$ cat config.mk
export PLATFORM = sky130hd
export DESIGN_NAME = dmem_bridge_flat
export DESIGN_NICKNAME = d
export VERILOG_FILES = /design/src/rtl/dmem_bridge_if.sv /design/src/rtl/dmem_bridge.sv /design/src/flat_wrapper.sv
export SDC_FILE = /design/constraint.sdc
export NUM_CORES = 1
export LEC_CHECK = 0
export CORE_UTILIZATION = 50
export CTS_CLUSTER_DIAMETER = 60
export DETAILED_ROUTE_END_ITERATION = 12
export DONT_BUFFER_PORTS = 1
export PLACE_DENSITY = 0.67
export SLEW_MARGIN = 20
export SYNTH_ARGS = -nofsm -noshare
export SYNTH_HDL_FRONTEND = slang
export SYNTH_SLANG_ARGS = --single-unit
$ cat constraint.sdc
create_clock -name clk -period 2 [get_ports clk]
set_input_delay 0.4 -clock clk [delete_from_list [all_inputs] [get_ports clk]]
set_output_delay 0.4 -clock clk [all_outputs]
set_load 0.02 [all_outputs]
$ cat src/rtl/dmem_bridge_if.sv
// ============================================================================
// dmem_bridge_if : data-side SRAM-like bus (request / addr_ok / data_ok)
// Revision 1.0
// ============================================================================
`default_nettype none

interface dmem_bridge_if;
  logic        data_req;
  logic        data_wr;
  logic [1:0]  data_size;
  logic [3:0]  data_wstrb;
  logic [31:0] data_addr;
  logic [31:0] data_wdata;
  logic        data_addr_ok;
  logic        data_data_ok;
  logic [31:0] data_rdata;

  modport master (
    output data_req, data_wr, data_size, data_wstrb, data_addr, data_wdata,
    input  data_addr_ok, data_data_ok, data_rdata
  );

  modport slave (
    input  data_req, data_wr, data_size, data_wstrb, data_addr, data_wdata,
    output data_addr_ok, data_data_ok, data_rdata
  );
endinterface

`default_nettype wire

$ cat src/rtl/dmem_bridge.sv
// ============================================================================
// dmem_bridge : MEM-stage to data-bus bridge with stall, hold and flush drain
// Revision 1.0
// ============================================================================
`default_nettype none

module dmem_bridge (
  input  wire logic        clk,
  input  wire logic        rst,
  input  wire logic        mem_en,
  input  wire logic        mem_wr,
  input  wire logic [31:0] mem_addr,
  input  wire logic [3:0]  mem_sel,
  input  wire logic [1:0]  mem_size,
  input  wire logic [31:0] mem_wdata,
  input  wire logic        mem_except_flag,
  input  wire logic        flush,
  input  wire logic        pipe_stall,
  dmem_bridge_if.master    bus,
  output logic [31:0]      mem_rdata,
  output logic             dmem_stall
);

  typedef enum logic [2:0] {
    S_IDLE  = 3'd0,
    S_REQ   = 3'd1,
    S_WAIT  = 3'd2,
    S_HOLD  = 3'd3,
    S_DRAIN = 3'd4
  } state_e;

  state_e      state_q, state_d;
  logic        cancel_q, cancel_d;
  logic [31:0] rdata_q, rdata_d;
  logic        wr_q, wr_d;
  logic [1:0]  size_q, size_d;
  logic [3:0]  wstrb_q, wstrb_d;
  logic [31:0] addr_q, addr_d;
  logic [31:0] wdata_q, wdata_d;

  logic        start;
  logic        req_c, wr_c, stall_c;
  logic [1:0]  size_c;
  logic [3:0]  wstrb_c;
  logic [31:0] addr_c, wdata_c, rd_c;

  always_ff @(posedge clk) begin
    if (rst) begin
      state_q  <= S_IDLE;
      cancel_q <= 1'b0;
      rdata_q  <= 32'h0;
      wr_q     <= 1'b0;
      size_q   <= 2'd0;
      wstrb_q  <= 4'h0;
      addr_q   <= 32'h0;
      wdata_q  <= 32'h0;
    end else begin
      state_q  <= state_d;
      cancel_q <= cancel_d;
      rdata_q  <= rdata_d;
      wr_q     <= wr_d;
      size_q   <= size_d;
      wstrb_q  <= wstrb_d;
      addr_q   <= addr_d;
      wdata_q  <= wdata_d;
    end
  end

  always_comb begin
    start    = mem_en & ~mem_except_flag & ~flush;
    state_d  = state_q;
    cancel_d = cancel_q;
    rdata_d  = rdata_q;
    wr_d     = wr_q;
    size_d   = size_q;
    wstrb_d  = wstrb_q;
    addr_d   = addr_q;
    wdata_d  = wdata_q;
    req_c    = 1'b0;
    wr_c     = wr_q;
    size_c   = size_q;
    wstrb_c  = wstrb_q;
    addr_c   = addr_q;
    wdata_c  = wdata_q;
    stall_c  = 1'b0;
    rd_c     = rdata_q;

    case (state_q)
      S_IDLE: begin
        if (start) begin
          // First cycle drives the bus straight from MEM to save a cycle.
          req_c   = 1'b1;
          wr_c    = mem_wr;
          size_c  = mem_size;
          wstrb_c = mem_wr ? mem_sel : 4'h0;
          addr_c  = mem_addr;
          wdata_c = mem_wdata;
          wr_d    = wr_c;
          size_d  = size_c;
          wstrb_d = wstrb_c;
          addr_d  = addr_c;
          wdata_d = wdata_c;
          stall_c = 1'b1;
          state_d = bus.data_addr_ok ? S_WAIT : S_REQ;
        end
      end
      S_REQ: begin
        // The request cannot be withdrawn; a flush only marks it for draining.
        req_c   = 1'b1;
        stall_c = ~cancel_q & ~flush;
        if (flush) cancel_d = 1'b1;
        if (bus.data_addr_ok) state_d = (flush | cancel_q) ? S_DRAIN : S_WAIT;
      end
      S_WAIT: begin
        stall_c = ~bus.data_data_ok & ~flush;
        if (bus.data_data_ok) begin
          rd_c = bus.data_rdata;
          if (!flush) begin
            rdata_d = bus.data_rdata;
            state_d = pipe_stall ? S_HOLD : S_IDLE;
          end else begin
            state_d = S_IDLE;
          end
        end else if (flush) begin
          state_d = S_DRAIN;
        end
      end
      S_HOLD: begin
        if (~pipe_stall | flush) state_d = S_IDLE;
      end
      S_DRAIN: begin
        stall_c = mem_en;
        if (bus.data_data_ok) begin
          cancel_d = 1'b0;
          state_d  = S_IDLE;
        end
      end
      default: state_d = S_IDLE;
    endcase
  end

  assign bus.data_req   = ~rst & req_c;
  assign bus.data_wr    = ~rst & wr_c;
  assign bus.data_size  = rst ? 2'd0 : size_c;
  assign bus.data_wstrb = rst ? 4'h0 : wstrb_c;
  assign bus.data_addr  = rst ? 32'h0 : addr_c;
  assign bus.data_wdata = rst ? 32'h0 : wdata_c;
  assign mem_rdata      = rst ? 32'h0 : rd_c;
  assign dmem_stall     = ~rst & stall_c;

endmodule

`default_nettype wire
$ cat src/flat_wrapper.sv
// flat-port wrapper written by rule: the top's interface ports become plain ports
module dmem_bridge_flat 
  (clk, rst, mem_en, mem_wr, mem_addr, mem_sel, mem_size, mem_wdata, mem_except_flag, flush, pipe_stall, mem_rdata, dmem_stall, bus_data_req, bus_data_wr, bus_data_size, bus_data_wstrb, bus_data_addr, bus_data_wdata, bus_data_addr_ok, bus_data_data_ok, bus_data_rdata);
  dmem_bridge_if bus_i ();
  input  wire logic clk;
  input  wire logic rst;
  input  wire logic mem_en;
  input  wire logic mem_wr;
  input  wire logic [31:0] mem_addr;
  input  wire logic [3:0] mem_sel;
  input  wire logic [1:0] mem_size;
  input  wire logic [31:0] mem_wdata;
  input  wire logic mem_except_flag;
  input  wire logic flush;
  input  wire logic pipe_stall;
  output logic [31:0] mem_rdata;
  output logic dmem_stall;
  output wire logic [$bits(bus_i.data_req)-1:0] bus_data_req;
  output wire logic [$bits(bus_i.data_wr)-1:0] bus_data_wr;
  output wire logic [$bits(bus_i.data_size)-1:0] bus_data_size;
  output wire logic [$bits(bus_i.data_wstrb)-1:0] bus_data_wstrb;
  output wire logic [$bits(bus_i.data_addr)-1:0] bus_data_addr;
  output wire logic [$bits(bus_i.data_wdata)-1:0] bus_data_wdata;
  input wire logic [$bits(bus_i.data_addr_ok)-1:0] bus_data_addr_ok;
  input wire logic [$bits(bus_i.data_data_ok)-1:0] bus_data_data_ok;
  input wire logic [$bits(bus_i.data_rdata)-1:0] bus_data_rdata;
  assign bus_data_req = bus_i.data_req;
  assign bus_data_wr = bus_i.data_wr;
  assign bus_data_size = bus_i.data_size;
  assign bus_data_wstrb = bus_i.data_wstrb;
  assign bus_data_addr = bus_i.data_addr;
  assign bus_data_wdata = bus_i.data_wdata;
  assign bus_i.data_addr_ok = bus_data_addr_ok;
  assign bus_i.data_data_ok = bus_data_data_ok;
  assign bus_i.data_rdata = bus_data_rdata;
  dmem_bridge u_core (.clk(clk), .rst(rst), .mem_en(mem_en), .mem_wr(mem_wr), .mem_addr(mem_addr), .mem_sel(mem_sel), .mem_size(mem_size), .mem_wdata(mem_wdata), .mem_except_flag(mem_except_flag), .flush(flush), .pipe_stall(pipe_stall), .bus(bus_i), .mem_rdata(mem_rdata), .dmem_stall(dmem_stall));
endmodule
After elaboration in Yosys (flattened, before gate mapping)
Cells that the tools add are included.
{"block": "totals", "ff_bits": 107, "latchBits": 0, "mem_bits_rw": 0, "mem_bits_ro": 0, "in_bits": 111, "output_inout_bits": 105, "wordCells": 73, "mem_count": 0}
{"block": "op_classes", "add_sub_neg": 0, "mul": 0, "div": 0, "order_cmp": 0, "eq_ne": 10, "n_shift": 0, "n_mux": 35, "bitwise_logic": 15, "reduce_logical": 5}
{"op": "32-bit 2-to-1 mux", "n": 9}
{"op": "3-bit 2-to-1 mux", "n": 8}
{"op": "4-bit 2-to-1 mux", "n": 4}
{"op": "3-bit case mux with 5 select lines", "n": 1}
{"op": "2-bit 2-to-1 mux", "n": 5}
{"op": "1-bit AND", "n": 7}
{"op": "3-bit by 2-bit == test with 1-bit output (second input constant)", "n": 2}
{"op": "2-bit inequality test (second input constant)", "n": 3}
{"op": "1-bit inverter", "n": 6}
{"op": "3-bit AND reduction", "n": 2}
{"op": "1-bit 2-to-1 mux", "n": 5}
{"op": "5-bit AND reduction", "n": 1}
{"op": "2-bit by 1-bit inequality test with 1-bit output (second input constant)", "n": 2}
{"op": "1-bit case mux with 2 select lines", "n": 2}
{"op": "1-bit case mux with 4 select lines", "n": 1}
{"op": "3-bit by 1-bit == test with 1-bit output (second input constant)", "n": 1}
{"op": "3-bit == test (second input constant)", "n": 1}
{"op": "3-bit logical NOT", "n": 1}
{"op": "3-bit inequality test (second input constant)", "n": 1}
{"op": "1-bit bitwise OR", "n": 2}
{"op": "2-bit nonzero test", "n": 1}

Longest topological paths before layout
Gate-level depths: netlist of run 1.
{"block": "depth", "depth_word": 6, "depth_mapped": 7, "depth_no_buf": 4}

Worst setup path before layout of run 1
No wires, ideal clock.
{"block": "synth_path", "kind": "input to output", "start": "input port flush", "end": "output port bus_data_wstrb[0]", "arrival_ns": 1.697, "required_time_ns": 1.600, "path_slack_ns": -0.097, "cell_stages": 7, "path_cell_list": "buf_6 > nor4b_4 > and2_1 > buf_4 > buf_6 > nand3_1 > a21oi_1"}
{"block": "synth_via", "elab_chain_cells": 5}
{"item": "start: declaration", "line_no": "flat_wrapper.sv:14", "text": "input wire logic flush;"}
{"item": "1-bit inverter (no source line)"}
{"item": "1-bit AND", "line_no": "dmem_bridge.sv:70", "text": "start = mem_en & ~mem_except_flag & ~flush;"}
{"item": "4-bit 2-to-1 mux", "line_no": "dmem_bridge.sv:90", "text": "if (start) begin"}
{"item": "4-bit 2-to-1 mux", "line_no": "dmem_bridge.sv:88", "text": "case (state_q)"}
{"item": "4-bit 2-to-1 mux", "line_no": "dmem_bridge.sv:145", "text": "assign bus.data_wstrb = rst ? 4'h0 : wstrb_c;"}
{"item": "end: declaration", "line_no": "flat_wrapper.sv:21", "text": "output wire logic [$bits(bus_i.data_wstrb)-1:0] bus_data_wstrb;"}
Every way passes these cells.

Final worst setup path of run 1
{"block": "layout_path", "start": "register u_core.state_q[2]", "end": "output port bus_data_addr[9]"}
{"block": "layout_via", "elab_chain_cells": 3}
{"item": "start: declaration", "line_no": "dmem_bridge.sv:32", "text": "state_e state_q, state_d;"}
{"item": "start signal: assignment", "line_no": "dmem_bridge.sv:58", "text": "state_q <= state_d;"}
{"item": "3-bit logical NOT", "line_no": "dmem_bridge.sv:88"}
{"item": "32-bit 2-to-1 mux", "line_no": "dmem_bridge.sv:88"}
{"item": "32-bit 2-to-1 mux", "line_no": "dmem_bridge.sv:146", "text": "assign bus.data_addr = rst ? 32'h0 : addr_c;"}
{"item": "end: declaration", "line_no": "flat_wrapper.sv:22", "text": "output wire logic [$bits(bus_i.data_addr)-1:0] bus_data_addr;"}
Every way passes these cells.

==> results of run 1 <==
==> per-layer routing <==
layer,wire (um),track usage (%),part of all wire [%]
met1,5570,32.7,35
met2,8550,52.7,54
met3,1300,9.33,8.2
met4,432,14.1,2.7
met5,0,0,0
==> registers in the layout, summed over array words and instances (netlist names) <==
name	count
u_core.addr_q	32
u_core.state_q	3
u_core.cancel_q	1
u_core.wr_q	1
u_core.size_q	2
u_core.wdata_q	32
u_core.wstrb_q	4
u_core.rdata_q	32
==> cells by family after synthesis <==
group                  share of synthesized area (%)
AOI/OAI and AO/OA                               18.0
buffers and inverters                           5.51
DFF                                             48.9
muxes                                          0.485
and+or+nand+nor                                 27.2
==> final timing paths <==
kind                            from                  to  slack [ns]  cells after the start
setup reg to reg   u_core.state_q[0]   u_core.state_q[1]       -0.09                     11
hold reg to reg   u_core.rdata_q[12]  u_core.rdata_q[12]        0.46                      2
setup / recovery   u_core.state_q[2]    bus_data_addr[9]       -0.31                      7
hold / removal                   rst  u_core.rdata_q[12]        0.07                      1
==> power breakdown <==
part / switching (mW) / leakage [nW] / internal (mW) / total [mW]
Clock: 0.817 / 0.0897 / 0.476 / 1.29
Combinational: 0.347 / 1.61 / 0.259 / 0.606
Sequential: 0.0212 / 0.868 / 2.19 / 2.21
Total: 1.19 / 2.56 / 2.92 / 4.11
==> cells in the mapped netlist <==
library cell / n
a2111oi_0: 1
nand2b_1: 3
o2111ai_1: 1
buf_2: 10
nor4b_4: 1
nand3b_1: 3
a2111oi_2: 1
o21ai_0: 5
a2111oi_1: 1
nand2_1: 269
nor3_1: 4
o22ai_1: 1
inv_1: 2
nor2_1: 4
buf_4: 7
a21oi_1: 139
a32o_1: 1
buf_6: 2
nor4b_1: 1
nor3_2: 1
mux2_2: 1
and2_1: 3
or3b_1: 2
or3_1: 1
a21o_1: 1
clkbuf_1: 29
nand3_1: 4
mux2i_1: 1
dfxtp_1: 107
==> placed cells by master (no fill, tap or decap), drive strengths merged, types with 3 or more instances in the layout <==
cell,Yosys,layout
a21oi,139,139
a2111oi,3,3
buf,19,105
o21ai,5,5
nand2,269,269
clkbuf,29,13
nand2b,3,3
nor3,5,5
nor2,4,4
nand3b,3,3
inv,2,5
dfxtp,107,107
and2,3,3
nand3,4,4
==> timing repair <==
action	CTS	global route
setup buffers	18	4
hold buffers	0	0
cloned	6	4
pin swaps	45	109
endpoints found under the setup margin	105	106
resized for setup	135	162
==> layout make-up <==
cell class,instances,area share [%]
Multi-Input combinational cell,449,46.7
Timing Repair Buffer,109,18.1
Tap cell,105,1.87
Sequential cell,107,30.6
Clock buffer,9,1.76
Clock inverter,7,0.855
Inverter,2,0.107
==> stage by stage <==
step | instance area (um2) | utilization [%]
finish | 7030 | 84.2
global route | 7030 | 84.2
CTS | 6310 | 75.7
detailed placement | 5200 | 62.4
global placement | 5200 | 62.4
floorplan | 4650 | -
==> worst max-delay path, delay by kind of cell (launching register included) <==
kind,cells,cell delay (ns)
DFF,1,0.37
AOI/OAI and AO/OA,1,0.18
buffers and inverters,3,0.46
and+or+nand+nor,3,0.52
==> impl_metrics.env, run 1 <==
export IMPL_worstPathCellList="nor4b_4 > and2_4 > buf_6 > clkbuf_16 > nand2_4 > a21oi_2 > buf_6"
export IMPL_drt_initial_drc_count=240
export IMPL_firstDrtPassIters=5
export IMPL_ios=216
export IMPL_synth_area_leaders="dfxtp_1, nand2_1, a21oi_1, clkbuf_1, buf_4"
export IMPL_grt_first_pass_wirelength_um=21000
export IMPL_synth_seq_cells=107
export IMPL_antenna_found_initial=0
export IMPL_cp_slowest_stage_delay_ns=0.37
export IMPL_wl_per_cell_um=20.1
export IMPL_root_buffer="clkbuf_8"
export IMPL_grt_total_usage_pct=30.0
export IMPL_gr_total_overflow=0
export IMPL_finClkSkew_ns=0.0159
export IMPL_netlist_area_um2=4380
export IMPL_seqCellArea_um2=2150
export IMPL_drive_gt1_share_pct=47.6
export IMPL_antenna_left=0
export IMPL_p_leak_nw=2.56
export IMPL_fillerInstances=451
export IMPL_clockBufferDepth=2
export IMPL_die_area_um2=9140
export IMPL_violations="setup timing"
export IMPL_path_clk_slew_ns=0.11
export IMPL_insertion_delay_ns=0.38
export IMPL_cp_end_kind="output pin"
export IMPL_finalSetupViolCount=105
export IMPL_drt_wl_total_um=15900
export IMPL_die_w_um=95.6
export IMPL_cts_tree="built"
export IMPL_drc=0
export IMPL_critPathMostFrequentCell="buf_6"
export IMPL_yosys_area_top_type="dfxtp_1"
export IMPL_fin_tns_setup_ns=-20.58
export IMPL_antenna_cells=0
export IMPL_rows=33
export IMPL_layout_min_cycle_time_ns=2.31
export IMPL_fin_ws_ns=-0.307
export IMPL_cp_data_required_time_ns=1.60
export IMPL_final_cells=788
export IMPL_status="finished, violations left"
export IMPL_crit_path_start_kind="register"
export IMPL_crit_path_top_delay_cell="dfxtp_4"
export IMPL_areaGrowthSynthToFinish_pct=60.3
export IMPL_portBuffers=0
export IMPL_numCtsBuffers=9
export IMPL_vdd_drop_max_mv=0.497
export IMPL_holdWs_ns=0.0744
export IMPL_hpwl_um=8040
export IMPL_worst_slew_pin_slew_ns=0.786
export IMPL_hold_class="in2reg"
export IMPL_start_util_pct=52.6
export IMPL_core_area_um2=8340
export IMPL_rsz0062_at_grt="yes"
export IMPL_vias_per_cell=5.85
export IMPL_dp_cells=741
export IMPL_timing_final_crit_share_pct=115
export IMPL_finalHoldViolCount=0
export IMPL_nNetsFinal=789
export IMPL_cp_arrival_ns=1.91
export IMPL_dp_slack_ns=0.0533
export IMPL_die_h_um=95.6
export IMPL_vias=4609
export IMPL_gp_congestion=0.845
export IMPL_multi_input_area_um2=3280
export IMPL_drv_cap=0
export IMPL_power_mw=4.11
export IMPL_netlist_area_leader_share_pct=48.9
export IMPL_critical_path_class="reg2out"
export IMPL_power_density_nw_per_um2=584
export IMPL_slew_headroom_pct=46.2
export IMPL_cp_max_fo=7
export IMPL_synth_cell_types=29
export IMPL_synth_avg_cell_area_um2=7.23
export IMPL_htreeDepth=3
export IMPL_cts_sinks=107
export IMPL_fmax_mhz=433
export IMPL_syn_nets=717
export IMPL_syn_inst=606
export IMPL_yosysSeqAreaShare_pct=48.9
export IMPL_grt_max_degree=143
export IMPL_grt_pass1_vias=4333
export IMPL_ys_warn_count=0
export IMPL_report_final_slew_viol_count=0
Power figures use the tool's default switching activity.
==> run 2, diff against run 1 <==
clock period = 2.5 ns   (was 2 ns; I/O delays follow)
==> impl_metrics.env, run 2 (synthesis gave the netlist of run 1 again) <==
export IMPL_finalHoldViolCount=0
export IMPL_cp_data_required_time_ns=2.00
export IMPL_post_route_util_pct=68.8
export IMPL_finClkSkew_ns=0.0123
export IMPL_cp_arrival_ns=1.99
export IMPL_power_density_nw_per_um2=545
export IMPL_clockBufferDepth=2
export IMPL_start_util_pct=52.6
export IMPL_hpwl_um=7680
export IMPL_gr_total_overflow=0
export IMPL_portBuffers=0
export IMPL_cts_hold_repair_buffers=0
export IMPL_vias=4312
export IMPL_grt_pass1_vias=3598
export IMPL_vdd_drop_max_mv=0.325
export IMPL_grt_first_pass_wirelength_um=16500
export IMPL_cp_endpoint="bus_data_wstrb[3]"
export IMPL_most_common_layout_cells="nand2_1, dfxtp_1, a21oi_1"
export IMPL_critical_path_class="reg2out"
export IMPL_nNetsFinal=801
export IMPL_hold_class="in2reg"
export IMPL_fmax_mhz=402
export IMPL_worst_slew_pin_slew_ns=0.546
export IMPL_power_mw=3.13
export IMPL_ios=216
export IMPL_p_leak_nw=2.07
export IMPL_seqCellArea_um2=2150
export IMPL_gp_congestion=0.809
export IMPL_die_w_um=95.6
export IMPL_timing_final_crit_share_pct=99.6
export IMPL_drv_cap=0
export IMPL_final_common_cell="nand2_1"
export IMPL_cp_slowest_stage_delay_ns=0.38
export IMPL_cts_sinks=107
export IMPL_drt_initial_drc_count=164
export IMPL_firstDrtPassIters=4
export IMPL_cts_tree="built"
export IMPL_drc=0
export IMPL_fillerInstances=721
export IMPL_rsz0062_at_grt="yes"
export IMPL_layout_min_cycle_time_ns=2.49
export IMPL_r2r_end="u_core.wstrb_q[3]"
export IMPL_final_area_um2=5740
export IMPL_final_cells=800
export IMPL_slew_headroom_pct=62.7
export IMPL_met1_usage_pct=25.9
export IMPL_die_h_um=95.6
export IMPL_antenna_cells=0
export IMPL_critPathLaunch="u_core.state_q[2]"
export IMPL_path_clk_slew_ns=0.10
export IMPL_dp_cells=775
export IMPL_timing_reg2reg_setup_slack_ns=0.81
export IMPL_grt_total_usage_pct=23.2
export IMPL_numCtsBuffers=9
export IMPL_report_final_slew_viol_count=0
export IMPL_multi_input_area_um2=2170
export IMPL_root_buffer="clkbuf_8"
export IMPL_die_area_um2=9140
export IMPL_cp_max_fo=22
export IMPL_status="finished clean"
export IMPL_reg2reg_depth=6
export IMPL_worstPathCellList="nor4b_4 > and2_4 > buf_12 > nand3_1 > a21oi_2 > buf_4"
export IMPL_wl_per_cell_um=16.0
export IMPL_drive_gt1_share_pct=26.6
export IMPL_finalSetupViolCount=0
export IMPL_r2r_start="u_core.state_q[2]"
export IMPL_antenna_left=0
export IMPL_top_regs="u_core.addr_q (32), u_core.rdata_q (32), u_core.wdata_q (32)"
export IMPL_antenna_found_initial=0
export IMPL_grt_busiest_layer="met2"
export IMPL_insertion_delay_ns=0.37
export IMPL_crit_path_start_kind="register"
export IMPL_htreeDepth=3
export IMPL_grt_use_met3_pct=8.05
export IMPL_cp_end_kind="output pin"
export IMPL_post_dp_cell_area_um2=5180
export IMPL_grt_max_degree=143
export IMPL_crit_path_top_delay_cell="nor4b_4"
export IMPL_core_area_um2=8340
export IMPL_rows=33
export IMPL_drt_wl_total_um=12800
export IMPL_areaGrowthSynthToFinish_pct=30.9
export IMPL_grt_util_met2_pct=40.4
export IMPL_vias_per_cell=5.39
run 2: final cells by class:
| cell class | instances | share of cell area [%] |
|---|---|---|
| repair buffers | 121 | 19.1 |
| flip-flops and latches | 107 | 37.4 |
| clock buffers | 10 | 2.40 |
| clock inverters | 6 | 0.807 |
| multi-input cells | 449 | 37.8 |
| well taps | 105 | 2.29 |
| inverters | 2 | 0.131 |
run 2: worst min path at each step:
stage,end,start,cells after the start
floorplan,u_core.rdata_q[0],u_core.rdata_q[0],2
global placement,u_core.rdata_q[31],u_core.rdata_q[31],2
detailed placement,u_core.rdata_q[5],u_core.rdata_q[5],2
CTS,u_core.state_q[1],rst,1
global route,u_core.state_q[1],rst,1
finish,u_core.state_q[1],rst,1
run 2: metal layers:
layer  up-vias  share of wire [%]
li1       2138                  -
met1      1992                 39
met2       162                 50
met3        20                9.0
met4         0                1.6
met5         -                  0
run 2: where the power goes:
group / total [mW] / internal, mW / switching [mW]
Sequential: 1.77 / 1.75 / 0.0185
Clock: 1.00 / 0.399 / 0.604
Combinational: 0.358 / 0.150 / 0.208
Total: 3.13 / 2.30 / 0.830
run 2: worst max-delay path: cells and delay by family (launching register included):
family,cells,cell delay (ns)
and+or+nand+nor,3,0.79
AOI/OAI and AO/OA,1,0.16
buffers and inverters,2,0.33
DFF,1,0.35
run 2: through the flow:
| stage | TNS (ns) | setup WS (ns) | hold WS (ns) |
|---|---|---|---|
| 2_1_floorplan | 0 | 0.203 | 0.437 |
| 3_3_place_gp | 0 | 0.238 | 0.436 |
| 3_5_place_dp | 0 | 0.192 | 0.440 |
| 4_1_cts | 0 | 0.00472 | 0.169 |
| 5_1_grt | -1.15 | -0.0555 | 0.168 |
| 6_report | 0 | 0.0104 | 0.203 |
run 2: repair_timing:
action                     4_1_cts  5_1_grt
setup endpoints to repair       76       82
pin swaps                        1        1
gates resized for setup          4       57
setup buffers                    0        3
cloned                           0        6
==> run 3, diff against run 2 <==
CORE_UTILIZATION = 60   (was 50)
PLACE_DENSITY = 0.78   (was 0.67)
==> impl_metrics.env, run 3 (synthesis gave the netlist of run 1 again) <==
export IMPL_start_util_pct=63.5
export IMPL_drt_wl_total_um=12700
export IMPL_htreeDepth=3
export IMPL_dp_slack_ns=0.199
export IMPL_vias_per_cell=5.58
export IMPL_areaGrowthSynthToFinish_pct=27.8
export IMPL_swShare_pct=26.7
export IMPL_r2r_end="u_core.rdata_q[23]"
export IMPL_antenna_cells=0
export IMPL_power_density_nw_per_um2=551
export IMPL_cp_data_required_time_ns=2.00
export IMPL_die_h_um=87.5
export IMPL_finClkSkew_ns=0.0105
export IMPL_fmax_mhz=406
export IMPL_wl_per_cell_um=16.1
export IMPL_antenna_found_initial=0
export IMPL_path_clk_slew_ns=0.10
export IMPL_finalSetupViolCount=0
export IMPL_crit_path_start_kind="register"
export IMPL_rsz0062_at_grt="yes"
export IMPL_antenna_left=0
export IMPL_final_cells=788
export IMPL_most_common_layout_cells="nand2_1, buf_4, a21oi_1"
export IMPL_power_mw=3.09
export IMPL_status="finished clean"
export IMPL_cts_sinks=107
export IMPL_clkPwrFrac_pct=31.7
export IMPL_vdd_drop_max_mv=0.341
export IMPL_numCtsBuffers=9
export IMPL_grt_first_pass_wirelength_um=18200
export IMPL_timing_final_crit_share_pct=98.6
export IMPL_report_final_slew_viol_count=0
export IMPL_wl_met1_um=4550
export IMPL_cp_end_kind="output pin"
export IMPL_die_w_um=87.5
export IMPL_final_common_cell="nand2_1"
export IMPL_reg2reg_depth=6
export IMPL_drt_initial_drc_count=206
export IMPL_cts_tree="built"
export IMPL_hpwl_um=8160
export IMPL_rows=30
export IMPL_cts_hold_repair_buffers=0
export IMPL_internal_power_mw=2.26
export IMPL_grt_max_degree=143
export IMPL_core_area_um2=6910
export IMPL_cp_endpoint="bus_data_wstrb[2]"
export IMPL_combPwrFrac_pct=11.0
export IMPL_critical_path_class="reg2out"
export IMPL_portBuffers=0
export IMPL_ios=216
export IMPL_grt_pass1_vias=4014
export IMPL_gr_total_overflow=0
export IMPL_slew_headroom_pct=62.2
export IMPL_clockBufferDepth=2
export IMPL_drv_cap=0
export IMPL_critPathLaunch="u_core.state_q[2]"
export IMPL_cp_arrival_ns=1.97
export IMPL_dp_cells=767
export IMPL_p_sw_uw=825
export IMPL_top_regs="u_core.addr_q (32), u_core.rdata_q (32), u_core.wdata_q (32)"
export IMPL_p_leak_nw=2.02
export IMPL_routed_wl_met2_um=6530
export IMPL_timing_reg2reg_setup_slack_ns=0.81
export IMPL_worst_slew_pin_slew_ns=0.553
export IMPL_grt_total_usage_pct=30.4
export IMPL_layout_min_cycle_time_ns=2.47
export IMPL_firstDrtPassIters=5
export IMPL_fin_ws_ns=0.0343
export IMPL_fin_tns_setup_ns=0
export IMPL_finalHoldViolCount=0
export IMPL_top_layer="met4"
export IMPL_insertion_delay_ns=0.35
export IMPL_gp_congestion=0.889
export IMPL_drc=0
export IMPL_drive_gt1_share_pct=25.7
export IMPL_hold_class="in2reg"
export IMPL_nNetsFinal=798
export IMPL_wl_met3_um=1150
export IMPL_cp_max_fo=13
export IMPL_root_buffer="clkbuf_8"
export IMPL_vias=4397
export IMPL_r2r_start="u_core.state_q[0]"
export IMPL_p_seq_share_pct=57.3
export IMPL_die_area_um2=7650
-- run 3: changes by cell type in the layout (fill, tap and decap cells not counted), moves of 2 or more --
cell       before  now
buf_6          15    4
buf_4          97  107
a21oi_1       102  106
a21oi_2        37   33
clkbuf_16       4    1
nand3_1         4    1
nand3_2         0    3
inv_6           3    1
-- run 3: worst min-delay path by stage --
stage / startpoint / end / slack (ns) / depth (start not counted)
after floorplan: u_core.rdata_q[0] / u_core.rdata_q[0] / 0.44 / 2
after global placement: u_core.rdata_q[30] / u_core.rdata_q[30] / 0.44 / 2
after detailed placement: u_core.rdata_q[24] / u_core.rdata_q[24] / 0.44 / 2
after CTS: rst / u_core.rdata_q[2] / 0.19 / 1
after global routing: rst / u_core.state_q[1] / 0.18 / 1
final: rst / u_core.rdata_q[2] / 0.20 / 1
-- run 3: layout make-up --
cell class | count | area [um2]
Fill cell | 461 | 1310
Clock inverter | 6 | 48.8
Sequential cell | 107 | 2140
Multi-Input combinational cell | 449 | 2150
Timing Repair Buffer | 118 | 1000
Tap cell | 96 | 120
Inverter | 2 | 7.51
Clock buffer | 10 | 128
-- run 3: layer usage --
layer	GRT usage [%]	vias up
met4	18.5	0
met3	10.7	37
met5	0	-
li1	-	2135
met1	31.4	2040
met2	52.6	185
-- run 3: power by group through the flow --
stage | Combinational [mW] | Sequential [mW] | Clock [mW]
6_report | 0.340 | 1.77 | 0.979
5_1_grt | 0.366 | 1.77 | 1.06
4_1_cts | 0.315 | 1.77 | 0.984
3_5_place_dp | 0.305 | 1.81 | 0
3_3_place_gp | 0.295 | 1.80 | 0
2_1_floorplan | 0.236 | 1.80 | 0
-- run 3: what timing repair did --
| action | CTS | global route |
|---|---|---|
| endpoints found under the setup margin | 16 | 52 |
| cloned | 1 | 1 |
| pin swaps | 1 | 1 |
| gates resized for setup | 2 | 45 |
| buffers inserted | 0 | 3 |
-- run 3: stage by stage --
| step | util, % | hold slack [ns] | instance area, um2 |
|---|---|---|---|
| 2_1_floorplan | - | 0.437 | 4380 |
| 3_3_place_gp | 75.0 | 0.435 | 5180 |
| 3_5_place_dp | 75.0 | 0.442 | 5180 |
| 4_1_cts | 78.1 | 0.191 | 5390 |
| 5_1_grt | 81.1 | 0.183 | 5600 |
| 6_report | 81.1 | 0.199 | 5600 |
-- run 3: critical path, stage by stage (launching register included) --
cell and delay [ns]:
dfxtp_2 0.35, nor4b_4 0.35, and2_4 0.31, clkbuf_16 0.20, nand3_2 0.07, a21oi_1 0.16, buf_4 0.17
